**src/rtl/clkgen_pkg.sv**
```systemverilog
// Shared types and constants for the PLL-lock supervisor / domain reset sequencer.
package clkgen_pkg;

   typedef enum logic [2:0] {
      PLL_RESET = 3'd0,
      WAIT_LOCK = 3'd1,
      SETTLE    = 3'd2,
      RELEASE   = 3'd3,
      RUN       = 3'd4
   } seq_state_e;

   localparam logic [7:0]  RETRY_SAT = 8'hFF;
   localparam logic [15:0] LOSS_SAT  = 16'hFFFF;

   // One spare bit over the largest terminal count so no wrap is ever reachable.
   function automatic int cnt_width(input int a, input int b, input int c, input int d);
      int m;
      m = a;
      if (b > m) m = b;
      if (c > m) m = c;
      if (d > m) m = d;
      return $clog2(m) + 1;
   endfunction

endpackage

```
**src/rtl/lock_synchronizer.sv**
```systemverilog
// Per-bit flop chain bringing the asynchronous PLL lock indicators into clk.
module lock_synchronizer #(
   parameter int WIDTH  = 2,
   parameter int STAGES = 2
) (
   input  logic             i_clk,
   input  logic             i_rst,
   input  logic [WIDTH-1:0] i_async,
   output logic [WIDTH-1:0] o_sync
);

   (* ASYNC_REG = "TRUE" *) logic [WIDTH-1:0] r_stage [STAGES];

   always_ff @(posedge i_clk or posedge i_rst) begin
      if (i_rst) begin
         for (int s = 0; s < STAGES; s++) r_stage[s] <= '0;
      end else begin
         r_stage[0] <= i_async;
         for (int s = 1; s < STAGES; s++) r_stage[s] <= r_stage[s-1];
      end
   end

   assign o_sync = r_stage[STAGES-1];

endmodule

```
**src/rtl/clock_reset_sequencer.sv**
```systemverilog
// PLL reset / lock supervision and staggered release of downstream domain resets.
//
// state     | meaning
// PLL_RESET | pll_rst held high for PLL_RST_CYCLES
// WAIT_LOCK | pll_rst low, waiting for all locks, retry on timeout
// SETTLE    | all locks must stay high for SETTLE_CYCLES consecutive cycles
// RELEASE   | domain resets dropped one by one, STAGGER_CYCLES apart
// RUN       | everything released; any lock drop restarts the sequence
module clock_reset_sequencer
   import clkgen_pkg::*;
#(
   parameter int NUM_PLLS       = 2,
   parameter int NUM_DOMAINS    = 4,
   parameter int PLL_RST_CYCLES = 16,
   parameter int LOCK_TIMEOUT   = 65536,
   parameter int SETTLE_CYCLES  = 1024,
   parameter int STAGGER_CYCLES = 8,
   parameter int SYNC_STAGES    = 2
) (
   input  logic                   clk,
   input  logic                   rst,
   input  logic [NUM_PLLS-1:0]    pll_lock,
   output logic                   pll_rst,
   output logic [NUM_DOMAINS-1:0] domain_rst,
   output logic                   all_ready,
   output logic [7:0]             retry_count,
   output logic [15:0]            lock_loss_count,
   output logic [2:0]             state_dbg
);

   localparam int CW = cnt_width(PLL_RST_CYCLES, LOCK_TIMEOUT, SETTLE_CYCLES, STAGGER_CYCLES);
   localparam logic [CW-1:0] TC_PLL_RST = CW'(PLL_RST_CYCLES - 1);
   localparam logic [CW-1:0] TC_TIMEOUT = CW'(LOCK_TIMEOUT - 1);
   localparam logic [CW-1:0] TC_SETTLE  = CW'(SETTLE_CYCLES - 1);
   localparam logic [CW-1:0] TC_STAGGER = CW'(STAGGER_CYCLES - 1);
   localparam logic [NUM_DOMAINS-1:0] DOM_ALL   = '1;
   localparam logic [NUM_DOMAINS-1:0] DOM_FIRST = DOM_ALL << 1;

   seq_state_e             r_state;
   logic [CW-1:0]          r_cnt;
   logic                   r_pll_rst;
   logic [NUM_DOMAINS-1:0] r_domain_rst;
   logic                   r_all_ready;
   logic [7:0]             r_retry;
   logic [15:0]            r_loss;

   logic [NUM_PLLS-1:0]    w_lock_sync;
   logic                   w_locked;
   logic [NUM_DOMAINS-1:0] w_dom_shift;

   lock_synchronizer #(
      .WIDTH  (NUM_PLLS),
      .STAGES (SYNC_STAGES)
   ) u_lock_sync (
      .i_clk   (clk),
      .i_rst   (rst),
      .i_async (pll_lock),
      .o_sync  (w_lock_sync)
   );

   assign w_locked    = &w_lock_sync;
   assign w_dom_shift = r_domain_rst << 1;

   always_ff @(posedge clk or posedge rst) begin
      if (rst) begin
         r_state      <= PLL_RESET;
         r_cnt        <= '0;
         r_pll_rst    <= 1'b1;
         r_domain_rst <= DOM_ALL;
         r_all_ready  <= 1'b0;
         r_retry      <= '0;
         r_loss       <= '0;
      end else if ((r_state == RELEASE || r_state == RUN) && !w_locked) begin
         // Lock loss outranks any release scheduled on the same edge.
         r_state      <= PLL_RESET;
         r_cnt        <= '0;
         r_pll_rst    <= 1'b1;
         r_domain_rst <= DOM_ALL;
         r_all_ready  <= 1'b0;
         if (r_loss != LOSS_SAT) r_loss <= r_loss + 16'd1;
      end else begin
         case (r_state)
            PLL_RESET: begin
               if (r_cnt == TC_PLL_RST) begin
                  r_state   <= WAIT_LOCK;
                  r_cnt     <= '0;
                  r_pll_rst <= 1'b0;
               end else begin
                  r_cnt <= r_cnt + 1'b1;
               end
            end
            WAIT_LOCK: begin
               if (w_locked) begin
                  r_state <= SETTLE;
                  r_cnt   <= '0;
               end else if (r_cnt == TC_TIMEOUT) begin
                  r_state   <= PLL_RESET;
                  r_cnt     <= '0;
                  r_pll_rst <= 1'b1;
                  if (r_retry != RETRY_SAT) r_retry <= r_retry + 8'd1;
               end else begin
                  r_cnt <= r_cnt + 1'b1;
               end
            end
            SETTLE: begin
               if (!w_locked) begin
                  r_state <= WAIT_LOCK;
                  r_cnt   <= '0;
               end else if (r_cnt == TC_SETTLE) begin
                  r_cnt        <= '0;
                  r_domain_rst <= DOM_FIRST;
                  if (NUM_DOMAINS == 1) begin
                     r_state     <= RUN;
                     r_all_ready <= 1'b1;
                  end else begin
                     r_state <= RELEASE;
                  end
               end else begin
                  r_cnt <= r_cnt + 1'b1;
               end
            end
            RELEASE: begin
               if (r_cnt == TC_STAGGER) begin
                  r_cnt        <= '0;
                  r_domain_rst <= w_dom_shift;
                  if (w_dom_shift == '0) begin
                     r_state     <= RUN;
                     r_all_ready <= 1'b1;
                  end
               end else begin
                  r_cnt <= r_cnt + 1'b1;
               end
            end
            RUN: r_cnt <= '0;
            default: begin
               r_state      <= PLL_RESET;
               r_cnt        <= '0;
               r_pll_rst    <= 1'b1;
               r_domain_rst <= DOM_ALL;
               r_all_ready  <= 1'b0;
            end
         endcase
      end
   end

   assign pll_rst         = r_pll_rst;
   assign domain_rst      = r_domain_rst;
   assign all_ready       = r_all_ready;
   assign retry_count     = r_retry;
   assign lock_loss_count = r_loss;
   assign state_dbg       = r_state;

endmodule
```
**config.mk**
```make
export PLATFORM = sky130hd
export DESIGN_NAME = clock_reset_sequencer
export DESIGN_NICKNAME = d
export VERILOG_FILES = /design/src/rtl/clkgen_pkg.sv /design/src/rtl/lock_synchronizer.sv /design/src/rtl/clock_reset_sequencer.sv
export SDC_FILE = /design/constraint.sdc
export NUM_CORES = 1
export LEC_CHECK = 0
export CAP_MARGIN = 30
export CORE_MARGIN = 5
export CORE_UTILIZATION = 40
export CTS_CLUSTER_DIAMETER = 100
export DETAILED_ROUTE_END_ITERATION = 8
export GPL_TIMING_DRIVEN = 0
export PLACE_DENSITY = 0.67
export SLEW_MARGIN = 20
export SYNTH_ARGS = -nofsm -noshare
export SYNTH_HDL_FRONTEND = slang
export SYNTH_HIERARCHICAL = 1
export SYNTH_SLANG_ARGS = --single-unit
```
**constraint.sdc**
```tcl
create_clock -name clk -period 4 [get_ports clk]
set_input_delay 0.8 -clock clk [delete_from_list [all_inputs] [get_ports clk]]
set_output_delay 0.8 -clock clk [all_outputs]
set_load 0.1 [all_outputs]
```
# == Word level (Yosys, flattened, before mapping) ==
# Cells that the tools add are included.
# totals
word_cells,83
in_bits,4
regBits,54
# op_classes
eq_ne,23
n_addsub,3
n_mux,31
n_reduce_logical,15
bitwise_logic,2
# op_table
cell,n
$mux 17,7
$pmux 17 s4,1
$mux 3,8
$add 17x1->17 const B,1
$eq 17x10->1 const B,1
$eq 17x16->1 const B,1
$eq 17x3->1 const B,1
$eq 17x4->1 const B,1
$add 16x1->16 const B,1
$mux 4,4
$ne 16x16->1 const B,1
$ne 3x3->1 const B,5
$pmux 3 s5,1
$pmux 4 s3,1
$add 8x1->8 const B,1
$ne 2x1->1 const B,4
$ne 4x4->1 const B,2
$ne 8x8->1 const B,1
$reduce_and 4->1,2
$mux 1,7
$eq 3x2->1 const B,2
$ne 3x1->1 const B,2
$reduce_and 6->1,1
$reduce_or 3->1,2
14 further kinds,16

# == Depth between registers and ports, before layout ==
# logic_depth
word_depth,5
ltp_mapped,10
ltp_nobuf,10

# == Hierarchy ==
# Netlist, hierarchy kept.
# modules_own_cells
module,cells_each,seq_area_each_um2,area_per_inst_um2,instances
clock_reset_sequencer,260,1257.5,2581.2,1
lock_synchronizer,7,100.1,118.9,1

# == Worst setup path before layout ==
# No wires, ideal clock.
# synth_timing
kind,flip-flop to flip-flop
startpoint,"register r_loss[4], in the netlist lock_loss_count[4]"
endpoint,"register r_loss[1], in the netlist lock_loss_count[1]"
setup_slack_ns,1.528
arrival_time_ns,2.346
stages_incl_launch_ff,6
n_path_buf,0
t_required_ns,3.874
cell_sequence,dfrtp_1 nand4_1 nor4_1 nand3_1 nand2_1 mux2_2
# synth_via
elab_chain_cells,2
# synth_lines
element,line,text
start: declaration,clock_reset_sequencer.sv:45,logic [15:0] r_loss;
start signal: assignment,clock_reset_sequencer.sv:80,if (r_loss != LOSS_SAT) r_loss <= r_loss + 16'd1;
$ne 16x16->1,clock_reset_sequencer.sv:80,
$reduce_and 2->1 (no source line),-,
# No other way between the ends.
# A chain may end at the register's enable or synchronous reset.

# == Final worst setup path ==
# layout_timing
startpoint,"register r_domain_rst[1], in the netlist domain_rst[1]"
endpoint,output domain_rst[1]
# layout_rtl
element,line,text
start: declaration,clock_reset_sequencer.sv:42,logic [NUM_DOMAINS-1:0] r_domain_rst;
start signal: assignment,clock_reset_sequencer.sv:125,r_domain_rst <= w_dom_shift;
end: declaration,clock_reset_sequencer.sv:24,"output logic [NUM_DOMAINS-1:0] domain_rst,"
# No word-level cell between the ends.

==> results.cfg <==
[die]
die_area_sq_mm = 0.00849
rows = 30
die_w_microns = 92.2
die_y_microns = 92.2
initial_core_util_pct = 40.4
pin_count = 37
fp.coreArea_sq_mm = 0.00668

[setup_path]
crit_type = reg -> out
path_delay_family = buffers and inverters
worstPathRequired_ps = 3200
max_stage_delay_ps = 1140
path_cells = clkdlybuf4s50_1
crit_slowest_cell = clkdlybuf4s50_1
cp_num_buf_inv = 1
arrival_ps = 2000
cp-start-kind = register
cp-end-kind = output port
crit_fanout = 4

[global_route]
grt.total_usage_pct = 13.8
antenna_found_initial = 0
grt_overflow = 0
grt_first_pass_wirelength_microns = 9690
first_global_vias = 2092
grt_max_degree = 32

[synthesis]
avgSynthCellArea_sq_um = 10.1
netlist_instances = 267
synth_most_common_cell = dfrtp_1
synth_top_area_cell = dfrtp_1
synth_flop_cell = dfrtp_1
synth_common_cells = dfrtp_1 (49), nor2_1 (34), nand2_1 (23)
syn_nets = 276
synth_top_area_share_pct = 45.4
synth-edff-count = 0
synth_warnings = 6
yosys-top-cells-area = dfrtp_1 (45%), xor2_1 (6.2%), dfstp_2 (4.9%)
synthArstFlopShare_pct = 100
yosysSeqAreaShare_pct = 50.3
ys_ff_latch = 54
synth_area_sq_mm = 0.00270
ys_types = 44

[placement]
dp_hpwl_microns = 3830
port_buffers = 36
finalWeightedCongestion = 0.778

[detailed_routing]
wl_per_cell_microns = 13.6
drtIter0Drc = 95
drt-total-wl_microns = 5310
dr_total_vias = 2077
ant_nets = 0
vias_per_cell = 5.30
drt-pass1-iter-count = 5
route.detailed.drc = 0

[clock_network]
clock_latency_ps = 300
cts_made_buffers = 5
cts-resized-gates = 0
cts_root_buf = clkbuf_8
cts_buffer_depth = 2
clk_pin_slew_ps = 100
cts_setup_buffers = 0
htree_levels = 2
cts.hold.buffers_added = 0
cts.sinks = 54
cts_tree = built

[power]
power_density_mw_per_mm2 = 536
max-vdd-ir-drop_v = 0.000477
power.leakage_uw = 0.00142
finalPower_uw = 1750

[timing]
fin_setup_tns_ps = 0
hold-worst-slack_ps = 353
fin_crit_sh_pct = 70.0
fin_crit_ps = 2800
tightest_slew_ps = 977
rsz0062_at_grt = no
hold_viol_final = 0
skew_ps = 9.06
fmax_ghz = 0.357
setup_viol = 0
timing.slew.headroom_pct = 34.7
slew_viol_final = 0

[outcome]
status = finished clean

[cells_and_area]
diodes = 0
drive_gt1_share_pct = 8.97
fillCellCount = 638
areaGrowthSynthToFinish_pct = 21.3
nets = 320

[job]
drv_cap = 0

[min_path]
hold_path_class = reg -> reg
-- final timing paths --
check	cells after the start	slack [ps]	end	start
worst min register to register	0	350	u_lock_sync/o_sync[0]$_DFF_PP0_	u_lock_sync/r_stage[2]$_DFF_PP0_
max in group asynchronous	3	2580	domain_rst[3]$_DFFE_PP1P_	rst
worst min-delay path	0	350	u_lock_sync/o_sync[0]$_DFF_PP0_	u_lock_sync/r_stage[2]$_DFF_PP0_
worst max register to register	10	1590	r_cnt[13]$_DFF_PP0_	r_cnt[0]$_DFF_PP0_
min in group asynchronous	2	710	u_lock_sync/o_sync[0]$_DFF_PP0_	rst
worst max-delay path	1	1200	domain_rst[1]	domain_rst[1]$_DFFE_PP1P_
-- logic make-up after synthesis --
logic type / synth area share [%]
AND/OR/NAND/NOR: 23.1
adder cells (fa/ha/maj): 2.32
multiplexers: 2.46
AO/OA/AOI/OAI: 7.60
flip-flops: 50.3
XOR/XNOR: 11.0
buffers and inverters: 3.24
-- layout make-up --
cell class	instances	area [sq um]	share of cell area, %
plain buffers	9	50.0	1.53
clock buffers	7	86.3	2.64
clock inverters	1	8.76	0.267
inverters	10	37.5	1.15
multi-input cells	194	1250	38.3
flip-flops and latches	54	1360	41.4
well taps	80	100	3.06
repair buffers	37	380	11.6
-- state kept, by name (all words and copies together) (netlist names) --
| signal | flops |
|---|---|
| lock_loss_count | 16 |
| state_dbg | 3 |
| r_cnt | 17 |
| domain_rst | 4 |
| all_ready | 1 |
| u_lock_sync/r_stage | 2 |
| retry_count | 8 |
| pll_rst | 1 |
| u_lock_sync/o_sync | 2 |
-- per-layer routing --
metal	wire, microns	GRT usage (%)	up-vias	share of wire, %
met5	0	0	-	0
met4	38	3.59	0	0.72
met3	187	2.95	4	3.5
met2	2470	22.0	39	46
met1	2620	19.1	1015	49
li1	-	-	1019	-
-- layout by cell type (no fill, tap or decap), drive strengths merged, types with 7 or more instances in the layout --
| master | count |
|---|---|
| clkbuf | 12 |
| a21oi | 7 |
| xor2 | 19 |
| dfrtp | 49 |
| nor2 | 34 |
| xnor2 | 15 |
| nand4 | 10 |
| nand3 | 16 |
| nor3 | 9 |
| inv | 11 |
| clkdlybuf4s50 | 36 |
| nand2 | 23 |
-- through the flow --
stage	cells	area, sq um	util (%)	worst slack [ps]
3_3_place_gp	383	3160	47.3	962
6_report	392	3280	49.0	1200
5_1_grt	392	3280	49.0	1150
3_5_place_dp	384	3180	47.6	1530
4_1_cts	392	3280	49.0	1180
2_1_floorplan	267	2700	-	1530
-- where the power goes --
group / switching [uW] / total [uW] / internal, uW
Sequential: 72.8 / 702 / 629
Clock: 175 / 319 / 143
Combinational: 528 / 734 / 206
Power figures use the tool's default switching activity.
==> patch (config.mk and constraints unchanged) <==
Change the parameter `PLL_RST_CYCLES` from 16 to 15.
--- a/src/rtl/clock_reset_sequencer.sv
+++ b/src/rtl/clock_reset_sequencer.sv
@@ -11,7 +11,7 @@
 #(
    parameter int NUM_PLLS       = 2,
    parameter int NUM_DOMAINS    = 4,
-   parameter int PLL_RST_CYCLES = 16,
+   parameter int PLL_RST_CYCLES = 15,
    parameter int LOCK_TIMEOUT   = 65536,
    parameter int SETTLE_CYCLES  = 1024,
    parameter int STAGGER_CYCLES = 8,
Function: same outputs for any inputs over 10 cycles, from zero or initial values and one cycle with rst high; that may be too few to reach the edited logic, so the function may still have changed.
==> patch against the unedited design <==
Sequential share of layout area decreased by 0.87 points; area after synthesis is 2.0% higher; cell area rose by 2.1%; routed wire length rose by 3.7%; combinational power rose by 27%; first-iteration DRC count down 29%; sequential cell count is the same; count of clock-buffer cells in the layout down 1; power increased by 14%; utilization increased by 0.49 points; setup slack got worse by 0.036 ns; fmax down 1.3%.
==> patch: results (changes against the unedited design) <==
* R2r worst-path depth at 11 (+1)
* Synth top area cells: dfrtp_1 (45%), xnor2_1 (7.3%), dfstp_2 (4.8%), nor2_1 (4.6%), xor2_1 (4.1%)
* Hpwl dp at 3.95 mm (+3.1%)
* Hold Crit Class: register to register
* Worst reg2reg endpoint: state_dbg[1]$_DFFE_PP0P_
* Worst Tran Pin Value at 0.982 ns (+0.00551 ns)
* Skew final at 0.00689 ns (-0.00217 ns)
* WL per Instance at 14.1 um (+4.0%)
* Vias post-DR at 2012 (-3.1%)
* Pin count of the biggest net entering global routing at 29 (-9.4%)
* Routability Congestion at 0.859 (+10%)
* Peak supply drop at 0.222 mV (-53%)
* Sequential share of the synthesized area at 49.3% (-1.0 points)
* Placed Instances at 383 (-0.26%)
* Outcome: finished, final reports clean
* Global-route wire length before repair at 9.70 mm (+0.14%)
* Total track usage at 13.7% (-0.083 points)
* CP max stage cell: dfrtp_1
* Vias/cell at 5.15 (-2.9%)
* Hold EP: u_lock_sync/o_sync[1]$_DFF_PP0_
* Syn avg cell area at 10.4 um2 (+2.4%)
* Layout cells sized above 1 at 12.9% (+3.9 points)
* Pre-antenna DRT Iters at 4 (-1)
* CP peak stage delay at 0.42 ns (-0.72 ns)
* Leak Pwr at 0.00147 uW (+3.5%)
* Top cells by count, synth: dfrtp_1 (49), nor2_1 (34), xnor2_1 (23), nand2_1 (16), nand3_1 (15)
* CP Max Fanout at 7 (+3)
[patch: changes by cell type in the layout (fill, tap and decap cells not counted), sizes merged, moves of 3 or more]
| cell | unedited run | this run |
|---|---|---|
| buf | 5 | 8 |
| nand2 | 23 | 16 |
| xor2 | 19 | 13 |
| and4 | 3 | 0 |
| xnor2 | 15 | 23 |
| clkbuf | 12 | 9 |
[patch: how the worst max path moves through the flow]
stage                                         from                          to  slack (ns)
after floorplan           state_dbg[0]$_DFFE_PP0P_  retry_count[1]$_DFFE_PP0P_        1.37
after global routing            r_cnt[0]$_DFF_PP0_  retry_count[1]$_DFFE_PP0P_        0.95
after detailed placement        r_cnt[0]$_DFF_PP0_  retry_count[1]$_DFFE_PP0P_        1.18
final                           r_cnt[0]$_DFF_PP0_    state_dbg[1]$_DFFE_PP0P_        1.16
after CTS                       r_cnt[0]$_DFF_PP0_    state_dbg[1]$_DFFE_PP0P_        1.15
after global placement                         rst  retry_count[1]$_DFFE_PP0P_        1.00
[patch: worst max-delay path, delay by kind of cell, from the launching register on]
kind | cells | cell delay, ns
AOI/OAI and AO/OA | 4 | 0.85
adders and majority gates | 2 | 0.46
buffers and inverters | 1 | 0.09
DFF | 1 | 0.42
and+or+nand+nor | 4 | 0.93
[patch: cell families (layout without fill, tap and decap cells)]
group	Yosys count	count (layout)	share of synthesized area, %
buf+inv	23	68	3.95
compound gates	28	28	8.40
mux	6	6	2.41
fa+ha+maj	6	6	2.72
flops	54	54	49.3
simple gates	113	113	21.8
xor+xnor	36	36	11.4
[patch: per-layer routing]
layer,share of wire (%),global-route usage [%]
met4,1.5,4.52
met2,45,21.9
met3,4.4,3.70
met5,0,0
met1,49,18.2
[patch: per-stage QoR]
stage	setup slack (ns)	hold WS, ns
floorplan	1.37	0.331
global placement	1.00	0.338
detailed placement	1.18	0.340
CTS	1.15	0.361
global route	0.950	0.379
finish	1.16	0.356
[patch: where the power goes]
part / switching (uW) / leakage [uW] / internal [uW]
logic: 654 / 0.000701 / 278
registers: 70.8 / 0.000717 / 635
clock network: 180 / 0.0000514 / 187
[patch: area by class of cell]
type / instances / area (um2)
plain buffers: 10 / 60.1
clock buffers: 6 / 72.6
clock inverters: 2 / 37.5
fillers: 609 / 3410
inverters: 13 / 48.8
multi-input cells: 189 / 1290
flip-flops and latches: 54 / 1360
well taps: 80 / 100
repair buffers: 37 / 380
